### src/rtl/load_unit.sv
// load_unit: RISC-V load reader; fetches one or two aligned words and returns the extended result.
// Revision 1.0
`default_nettype none
`timescale 1ns/1ps

module load_unit #(
  parameter int unsigned ALLOW_MISALIGNED = 1
) (
  input  logic        i_clk,
  input  logic        i_reset_n,
  input  logic        i_ld_valid,
  output logic        o_ld_ready,
  input  logic [31:0] i_ld_addr,
  input  logic [2:0]  i_ld_funct3,
  output logic        o_ld_done,
  output logic [31:0] o_ld_data,
  output logic        o_ld_err,
  output logic        o_mem_req,
  output logic [31:0] o_mem_addr,
  input  logic        i_mem_ack,
  input  logic [31:0] i_mem_rdata
);

  typedef enum logic [1:0] {
    IDLE  = 2'd0,
    RD_LO = 2'd1,
    RD_HI = 2'd2,
    RESP  = 2'd3
  } state_t;

  state_t      state, state_nx;
  logic [1:0]  offset, offset_nx;
  logic [2:0]  funct3, funct3_nx;
  logic [31:0] word0, word0_nx;
  logic        mem_req_nx;
  logic [31:0] mem_addr_nx;
  logic        done_nx;
  logic [31:0] data_nx;
  logic        err_nx;
  logic        legal;
  logic        misaligned;

  // Only LH/LHU (size code 01) and LW (10) can span two words.
  function automatic logic crosses(input logic [1:0] off, input logic [1:0] size_code);
    return ((size_code == 2'b01) && (off == 2'b11)) ||
           ((size_code == 2'b10) && (off != 2'b00));
  endfunction

  function automatic logic [31:0] extract(input logic [63:0] pair, input logic [1:0] off,
                                          input logic [2:0] f3);
    logic [31:0] sh;
    sh = 32'(pair >> {off, 3'b000});
    case (f3)
      3'b000:  return {{24{sh[7]}}, sh[7:0]};
      3'b001:  return {{16{sh[15]}}, sh[15:0]};
      3'b100:  return {24'd0, sh[7:0]};
      3'b101:  return {16'd0, sh[15:0]};
      default: return sh;
    endcase
  endfunction

  assign o_ld_ready = (state == IDLE) && i_reset_n;

  always_comb begin
    legal      = 1'b0;
    misaligned = 1'b0;
    case (i_ld_funct3)
      3'b000, 3'b001, 3'b010, 3'b100, 3'b101: legal = 1'b1;
      default:                                legal = 1'b0;
    endcase
    if ((i_ld_funct3[1:0] == 2'b01) && i_ld_addr[0])
      misaligned = 1'b1;
    if ((i_ld_funct3 == 3'b010) && (i_ld_addr[1:0] != 2'b00))
      misaligned = 1'b1;
  end

  always_comb begin
    state_nx    = state;
    offset_nx   = offset;
    funct3_nx   = funct3;
    word0_nx    = word0;
    mem_req_nx  = o_mem_req;
    mem_addr_nx = o_mem_addr;
    done_nx     = 1'b0;
    data_nx     = o_ld_data;
    err_nx      = o_ld_err;

    case (state)
      IDLE: begin
        if (i_ld_valid) begin
          offset_nx = i_ld_addr[1:0];
          funct3_nx = i_ld_funct3;
          if (!legal || (misaligned && (ALLOW_MISALIGNED == 0))) begin
            state_nx = RESP;
            done_nx  = 1'b1;
            data_nx  = 32'd0;
            err_nx   = 1'b1;
          end else begin
            state_nx    = RD_LO;
            mem_req_nx  = 1'b1;
            mem_addr_nx = {i_ld_addr[31:2], 2'b00};
          end
        end
      end
      RD_LO: begin
        if (i_mem_ack) begin
          word0_nx = i_mem_rdata;
          if (crosses(offset, funct3[1:0])) begin
            state_nx    = RD_HI;
            mem_addr_nx = o_mem_addr + 32'd4;
          end else begin
            state_nx   = RESP;
            mem_req_nx = 1'b0;
            done_nx    = 1'b1;
            err_nx     = 1'b0;
            data_nx    = extract({32'd0, i_mem_rdata}, offset, funct3);
          end
        end
      end
      RD_HI: begin
        if (i_mem_ack) begin
          state_nx   = RESP;
          mem_req_nx = 1'b0;
          done_nx    = 1'b1;
          err_nx     = 1'b0;
          data_nx    = extract({i_mem_rdata, word0}, offset, funct3);
        end
      end
      default: begin
        state_nx = IDLE;
      end
    endcase
  end

  always_ff @(posedge i_clk) begin
    if (!i_reset_n) begin
      state      <= IDLE;
      offset     <= 2'd0;
      funct3     <= 3'd0;
      word0      <= 32'd0;
      o_mem_req  <= 1'b0;
      o_mem_addr <= 32'd0;
      o_ld_done  <= 1'b0;
      o_ld_data  <= 32'd0;
      o_ld_err   <= 1'b0;
    end else begin
      state      <= state_nx;
      offset     <= offset_nx;
      funct3     <= funct3_nx;
      word0      <= word0_nx;
      o_mem_req  <= mem_req_nx;
      o_mem_addr <= mem_addr_nx;
      o_ld_done  <= done_nx;
      o_ld_data  <= data_nx;
      o_ld_err   <= err_nx;
    end
  end

endmodule

`default_nettype wire

### config.mk
export PLATFORM = sky130hd
export DESIGN_NAME = load_unit
export DESIGN_NICKNAME = d
export VERILOG_FILES = /design/src/rtl/load_unit.sv
export SDC_FILE = /design/constraint.sdc
export NUM_CORES = 1
export LEC_CHECK = 0
export ABC_AREA = 1
export CORE_MARGIN = 5
export CORE_UTILIZATION = 45
export CTS_CLUSTER_SIZE = 28
export DETAILED_ROUTE_END_ITERATION = 10
export PLACE_DENSITY = 0.74
export SYNTH_ARGS = -nofsm -noshare
export SYNTH_HDL_FRONTEND = slang
export SYNTH_SLANG_ARGS = --single-unit
export TNS_END_PERCENT = 10
### constraint.sdc
create_clock -name i_clk -period 1.8 [get_ports i_clk]
set_clock_uncertainty 0.15 [all_clocks]
set_input_delay 0.54 -clock i_clk [delete_from_list [all_inputs] [get_ports i_clk]]
set_output_delay 0.54 -clock i_clk [all_outputs]
set_load 0.005 [all_outputs]
==> Word level (Yosys, flattened, before mapping) <==
Cells that the tools add are included.
{ "word_totals": {"regBits": 106, "wordCells": 83, "inputBits": 71, "output_inout_bits": 68} }
{ "classes": {"n_eq_ne": 19, "reduce_logical": 17, "shifts": 2, "addsub": 1, "mux": 35} }
{ "op_table": {"columns": ["cell", "n"], "rows": [
  ["two-way mux 32 bit", 9],
  ["one-hot mux 32 bit (4 select lines)", 2],
  ["one-hot mux 32 bit (3 select lines)", 1],
  ["one-hot mux 32 bit (2 select lines)", 1],
  [">> shifter 64 x 5 -> 32 bit", 1],
  ["adder 32 x 3 -> 32 bit, second input constant", 1],
  [">> shifter 32 x 5 -> 32 bit", 1],
  ["two-way mux 1 bit", 14],
  ["inequality test 2 bit, second input constant", 7],
  ["== test 3 bit, second input constant", 4],
  ["AND reduction 6 bit", 2],
  ["one-hot mux 1 bit (3 select lines)", 3],
  ["two-way mux 2 bit", 4],
  ["== test 2 bit, second input constant", 3],
  ["== test 3 x 1 -> 1 bit, second input constant", 2],
  ["zero test 3 bit", 2],
  ["one-hot mux 2 bit (3 select lines)", 1],
  ["AND reduction 5 bit", 1],
  ["OR reduction 5 bit", 1],
  ["== test 2 x 1 -> 1 bit, second input constant", 2],
  ["AND reduction 2 bit", 2],
  ["nonzero test 2 bit", 2],
  ["== test 3 x 2 -> 1 bit, second input constant", 1],
  ["logical AND 1 bit", 3],
  ["4 further kinds", 4]
]} }

==> Logic depth before layout (Yosys ltp) <==
{ "depth": {"ltp_word": 6, "ltp_mapped": 13, "depth_no_buf": 11} }

==> Least setup slack after synthesis <==
OpenSTA, ideal clock, no wires.
{ "synth_timing": {"kind": "register to register", "startpoint": "register state[0]", "endpoint": "register o_ld_data[18]", "setup_slack_ns": -0.059, "arrival_ns": 1.641, "n_path_buf": 2, "setup_time_ns": 0.068, "required_ns": 1.582, "period_less_slack_ns": 1.859, "stages_incl_launch_ff": 12, "cell_sequence": "dfxtp_1 -> inv_1 -> ha_1 -> buf_6 -> nand2_2 -> nand3_2 -> nor2_2 -> nand3_4 -> nor2_8 -> buf_6 -> nand2_1 -> a21oi_2"} }
{ "synth_via": {"elab_chain_cells": 3, "word_cells_on_any_way": 11, "classes_between": "7 x eq/ne; 1 x mux; 3 x reduce/logical"} }
{ "synth_rtl": {"columns": ["item", "line", "source"], "rows": [
  ["start: declaration", "31", "state_t state, state_nx;"],
  ["start signal: assignment", "147", "state <= state_nx;"],
  ["== test 2 x 1 -> 1 bit, or another cell as far along", "88", "case (state)"],
  ["inequality test 2 bit (no line) or nonzero test 3 bit (tied branches)", null, null],
  ["AND reduction 6 bit (no line)", null, null],
  ["end signal: assignment", "154", "o_ld_data <= data_nx;"],
  ["end: declaration", "16", "output logic [31:0] o_ld_data,"]
]} }
Several ways; a longest one is shown, not always the timed one.
A chain may end at the register's enable or synchronous reset.

==> Final worst setup path <==
{ "layout_timing": {"startpoint": "input port i_ld_valid", "endpoint": "register o_ld_data[11]"} }
{ "layout_via": {"elab_chain_cells": 2} }
{ "layout_rtl": {"columns": ["item", "line", "source"], "rows": [
  ["start: declaration", "11", "input logic i_ld_valid,"],
  ["inequality test 2 bit (no line)", null, null],
  ["AND reduction 6 bit (no line)", null, null]
]} }
Every way passes these cells.

==> metrics list <==
- At the end of the flow, the number of nets in the layout was 1462.
- Post-route worst hold slack: 0.3086 ns
- TritonCTS built the clock tree.
* Routed length per placed instance: 15.89 µm
* Final min period: 1.882 ns
- In this run the count of I/O pins placed on the die edge is 139.
- Die width: 136.6 µm
- Most used flip-flop cell after synthesis: dfxtp_1
- After layout, the worst setup slack is -0.08231 ns.
* Cell Area, Synth: 7214 µm²
* Post-detailed-route via-to-cell ratio: 5.524
- Yosys top cell area share: 0.2886
- Final global-route overflow total: 0
* Number of synthesized register bits: 104
* Largest delay contributor family on the critical path: buffers and inverters
- The min-delay analysis places its worst path in the category register to register.
- Post-synth cell types: 36
* Post-synth EDFFs: 0
* Number of DRC violations after detailed-routing iteration 0: 971
- dfxtp_1 takes more of the synthesized area than any other cell.
* Leakage dissipation: 0.004548 µW
- In this run the register-to-register setup slack is -0.05 ns.
- Synth-to-Final Area Change: 40.20%
- Entering global routing, the biggest net connects 66 pins.
- The number of placed instances, taps included, is 1570.
* Placer's final routability congestion estimate: 0.9340
* Clock buffer count from CTS: 9
* Endpoint of the most critical setup path: o_ld_data[11]$_SDFFE_PN0P_
- The worst setup path is of the primary input to register kind.
* CORE AREA: 15830 µm²
- Worst-Skew Late Latency: 0.36 ns
- The final route contains 8872 vias.
- Inserted Diodes: 0
* Buffer type at the clock tree root: clkbuf_16
* Critical register-to-register path endpoint: o_ld_data[11]$_SDFFE_PN0P_
* Post-Synthesis Mean Instance Area: 5.928 µm²
- Number of standard cells in the final layout excluding fillers: 1606
- Wire length of the first global-routing pass: 38.36 mm
- The hold violation total from the final report was 0.
- H-tree Lvls: 3
* Synthesized instance count: 1217
- Buffers and inverters on the worst path: 3
- For the worst setup path, the data required time is 1.93 ns.
* Starting density of the core: 0.4558
- Counting cells, the worst reg-to-reg path comes to 11.
- Clock slew seen by the registers of the worst setup and hold paths: 0.07 ns
- The clock drives 104 sinks.
- IR analysis of the VDD net gives a maximum drop of 0.9262 mV.
- In this run the deepest clock path goes through 2 buffers.
- R2r startpoint: state[1]$_SDFFE_PN0P_
- Sequential area share after synthesis: 0.2886
- The final reports fail on negative setup slack.
* Floorplan row count: 46
* Synth area leaders: dfxtp_1, nand2_1, nand3_1
- Of the available clock period, the critical path in the final layout requires 1.046.
- Vias in the first global route: 8023
- Of all nets on the critical path, the largest fanout is 12.
* Power density relative to cell area: 1339 nW/µm²
- Number of endpoints failing setup at the final stage: 36
- Layout cells sized above 1: 0.1878
- The number of pins with negative max-slew slack in the final report came to 0.
- Overall Global Routing Usage: 0.2541
- STA classifies the critical path endpoint as a register.
- Die Footprint: 18660 µm²
- STA puts the critical path data arrival time at 2.01 ns.
- The flow ran to the end, but the final reports show violations.
- After detailed routing, the number of remaining DRC violations is 0.
- Fmax: 0.5313 GHz
* Cell type with the highest occurrence count on the critical path: nand3_4
* Setup WS pre-CTS: -0.6114 ns
- Number of antenna violations at the first check in global routing: 1
- Walking the worst path, the cells encountered are clkdlybuf4s50_1, inv_2, nand2_4, nand3_4, nor2_4, nand3_4, nor2_8, buf_12, nand2_1, a21oi_1.
* Startpoint type of the worst setup path: primary input
* Detailed-placement wirelength estimate: 16.94 mm
- Among all stages on the critical path, the largest delay is contributed by clkdlybuf4s50_1.
- Syn. warnings: 0
- Height of the chip: 136.6 µm
- Total routed wirelength: 25.52 mm
* 1st-pass router iterations: 6
* Delay of the slowest cell on the worst path: 0.50 ns
- Unrepaired setup endpoints after global routing: true
- Quantity of I/O buffers inserted on ports: 136
- Max Cap Violations: 0
- In this run the remaining antenna-violating nets after routing total 0.
- After synthesis, the share of flip-flops with an asynchronous set or reset is 0.
* Count of cell instances traversed by the critical path: 10
- In this run the worst setup path begins at i_ld_valid.
per-stage QoR:
| stage | cell area (µm²) | total power [µW] | TNS [ns] | util |
|---|---|---|---|---|
| final | 10110 | 13540 | -1.726 | 0.6391 |
| after global routing | 10110 | 14450 | -5.718 | 0.6391 |
| after CTS | 9628 | 12510 | -0.4767 | 0.6083 |
| after detailed placement | 9174 | 10330 | -42.20 | 0.5796 |
| after global placement | 9174 | 10260 | -39.85 | 0.5796 |
| after floorplan | 7247 | 7804 | 0 | - |
layer usage:
layer | vias up | part of all wire | GRT usage
met4 | 2 | 0.036 | 0.1086
met1 | 4104 | 0.42 | 0.3365
met3 | 77 | 0.085 | 0.04559
met5 | - | 0.00055 | 0
met2 | 378 | 0.46 | 0.4058
li1 | 4311 | - | -
layout by cell type, fill, tap and decap left out, types with 13 or more instances in the layout:
cell type          n
buf_4             65
nand2_1          454
buf_12            15
dfxtp_2           22
o21ai_0           48
a21oi_1           66
dfxtp_4           21
nor2_1           125
nand3_1          172
a21oi_2           17
clkdlybuf4s50_1   62
clkbuf_16         13
inv_1             23
dlygate4sd2_1     68
dfxtp_1           61
what timing repair did:
item                                    4_1_cts  5_1_grt
hold buffers                                  0        0
endpoints found under the setup margin      133       72
setup buffers                                10        2
pin swaps                                     4       13
cloned                                        0        8
resized for setup                           154       96
worst min-delay path by stage:
stage,start,endpoint,slack (ns),cells after the start
final,o_ld_data[8]$_SDFFE_PN0P_,o_ld_data[8]$_SDFFE_PN0P_,0.31,2
after global routing,o_ld_data[8]$_SDFFE_PN0P_,o_ld_data[8]$_SDFFE_PN0P_,0.33,2
after CTS,o_ld_data[17]$_SDFFE_PN0P_,o_ld_data[17]$_SDFFE_PN0P_,0.31,2
after detailed placement,o_ld_data[17]$_SDFFE_PN0P_,o_ld_data[17]$_SDFFE_PN0P_,0.30,2
after global placement,o_ld_data[17]$_SDFFE_PN0P_,o_ld_data[17]$_SDFFE_PN0P_,0.30,2
after floorplan,word0[0]$_SDFFE_PN0P_,word0[0]$_SDFFE_PN0P_,0.31,2
power breakdown:
part / internal [µW] / total, µW / switching (µW)
registers: 2970 / 3480 / 509
clock network: 1070 / 2040 / 970
logic: 3440 / 8030 / 4580
total: 7480 / 13500 / 6060
cell type report:
class                   instances  area, µm²
fillers                      1497       5713
multi-input cells             999       4848
repair buffers                235       2352
flip-flops and latches        104       2188
well taps                     216      270.3
clock buffers                  12      266.5
inverters                      36      155.1
clock inverters                 4      33.78
cell families after synthesis:
| family | Yosys count | synth area share |
|---|---|---|
| adder cells (fa/ha/maj) | 6 | 0.01041 |
| other | 1 | 0.0005198 |
| buffers and inverters | 118 | 0.09018 |
| XOR/XNOR | 1 | 0.001214 |
| AND/OR/NAND/NOR | 826 | 0.4903 |
| AO/OA/AOI/OAI | 161 | 0.1188 |
| flip-flops | 104 | 0.2886 |
synthesized netlist by cell type, types with 5 or more instances:
cell,n
nand3b_1,10
o21ai_0,57
inv_1,29
a21oi_1,80
buf_6,17
nor2_1,141
dfxtp_1,104
o211ai_1,7
nand2_1,469
buf_4,11
buf_2,23
nand3_2,7
inv_2,5
a31oi_1,7
buf_1,6
ha_1,6
nand3_1,175
clkbuf_1,25
registers in the layout (all words and copies together) (netlist names):
register,flops
o_ld_data,32
offset,2
o_mem_addr,30
o_mem_req,1
o_ld_err,1
funct3,3
o_ld_done,1
state,2
word0,32
worst register-to-register path, delay by kind of cell (launching register included):
| kind | cells | cell delay (ns) |
|---|---|---|
| buf+inv | 3 | 0.31 |
| fa+ha+maj | 1 | 0.18 |
| flops | 1 | 0.34 |
| compound gates | 1 | 0.14 |
| simple gates | 6 | 0.65 |
Power figures use the tool's default switching activity.
==> patch (same settings) <==
Change the parameter `ALLOW_MISALIGNED` from 1 to 0.
--- a/src/rtl/load_unit.sv
+++ b/src/rtl/load_unit.sv
@@ -4,7 +4,7 @@
 `timescale 1ns/1ps
 
 module load_unit #(
-  parameter int unsigned ALLOW_MISALIGNED = 1
+  parameter int unsigned ALLOW_MISALIGNED = 0
 ) (
   input  logic        i_clk,
   input  logic        i_reset_n,
Formal check against the unedited RTL: not equivalent (a bounded check fails within 4 cycles, from zero or initial values and one cycle with i_reset_n low).
==> patch against the unedited design <==
The run still ends with setup timing left. Cell area fell by 0.15%. Worst setup slack got worse by 0.052 ns. Global-route usage is 1.2 points higher. Total power increased by 2.7%. Synthesized cell count rose by 0.16%. Sequential cell count did not move. Area after synthesis hardly changed. Wire length is essentially flat. Highest routed layer is now met4.
==> patch: results (changes against the unedited design) <==
first-pass GRT wire length 40000 microns (+4.3%); setup_tns -4.40 ns (-2.67 ns); Final WS setup -0.135 ns (-0.0523 ns); post-place setup slack -0.680 ns (-0.0681 ns); synth top area cells dfxtp_1 (29%), nand2_1 (24%), nand3_1 (12%); Critical Path Start state[0]$_SDFFE_PN0P_; RePlAce Congestion 0.947 (+1.4%); initial antenna violation count 0 (-1); hold_ws 0.313 ns (+0.00441 ns); most frequent cell after synthesis nand2_1; worst hold path type register to register; crit path to o_mem_addr[19]$_SDFFE_PN0P_; WHS Endpoint word0[3]$_SDFFE_PN0P_; share of flip-flops with an asynchronous set or reset 0 (unchanged); Post-CTS Setup Bufs 11 (+1); CP arrival 2.08 ns (+0.07 ns); Syn Area/Cell 5.92 sq um (-0.22%); first drt pass iteration count 5 (-1); sw power 6.24 mW (+3.0%); Post-synth top cells nand2_1 (465), nand3_1 (169), nor2_1 (150); # fillers 1478 (-1.3%); Netlist cell types 39 (+8.3%); Area after DPL 0.00918 sq mm (about the same); register area share after synthesis 0.289 (about the same); Synth Area in XOR/XNOR 0.00243 (+0.00122); CP Max Fanout 8 (-4); nets 1461 (-0.068%); Compound-Gate Fraction of Synth Area 0.127 (+0.00839); status finished, violations left; Setup Viol. Count Final 56 (+56%); leakage 4.45 nW (-2.1%); Total GRT Usage 0.266 (+0.0120); IR drop worst, VDD 0.915 mV (-1.2%); CTS resizes 178 (+16%); share of layout cells above drive strength 1 0.189 (+0.00158); failing checks setup timing; DR iter-0 viols 955 (-1.6%); min-delay src word0[3]$_SDFFE_PN0P_; Routed Wire Length 25500 microns (about the same); vias in the first global route 8000 (-0.29%); Vias 8764 (-1.2%); R2R depth 12 (+1); synthesized-area fraction occupied by adder cells 0.0104 (about the same); post-route insts no fill 1605 (-0.062%)
-- patch: cell count changes in the layout (fill, tap and decap cells not counted), sizes merged, moves of 5 or more --
cell   delta
or2       -5
nand3     -8
nor2      +8
a31oi     -5
a21oi     +6
-- patch: cell type report --
type / count / area (sq um) / area share
Multi-Input combinational cell: 999 / 4820 / 0.477
Tap cell: 216 / 270 / 0.0268
Inverter: 37 / 156 / 0.0155
Clock buffer: 10 / 239 / 0.0237
Timing Repair Buffer: 233 / 2360 / 0.234
Clock inverter: 6 / 73.8 / 0.00731
Sequential cell: 104 / 2180 / 0.216
-- patch: power groups by stage --
stage | Sequential, mW | Clock, mW | Combinational (mW)
global placement | 3.41 | 0 | 6.86
detailed placement | 3.41 | 0 | 6.94
global route | 3.52 | 2.24 | 9.08
finish | 3.46 | 2.12 | 8.33
floorplan | 3.32 | 0 | 4.59
CTS | 3.42 | 2.15 | 7.75
-- patch: cell families after synthesis --
| group | Yosys count |
|---|---|
| DFF | 104 |
| other | 1 |
| AOI/OAI and AO/OA | 165 |
| xor gates and xnor gates | 2 |
| buffers and inverters | 117 |
| and+or+nand+nor | 824 |
| adders and majority gates | 6 |
-- patch: worst max-delay path: stages, from the launching register on --
cell,delay (ns)
dfxtp_4,0.37
inv_4,0.04
ha_4,0.16
buf_6,0.13
inv_6,0.06
nor2_4,0.04
a21oi_4,0.17
nand3_4,0.18
buf_12,0.19
buf_16,0.14
nor2_2,0.07
a21oi_1,0.06
nor2_1,0.08
-- patch: metal layers --
metal | global-route usage | wire length, microns | up-vias
met2 | 0.433 | 11800 | 388
li1 | - | - | 4309
met3 | 0.0441 | 2040 | 50
met5 | 0 | 0 | -
met4 | 0.0829 | 634 | 0
met1 | 0.360 | 11000 | 4017
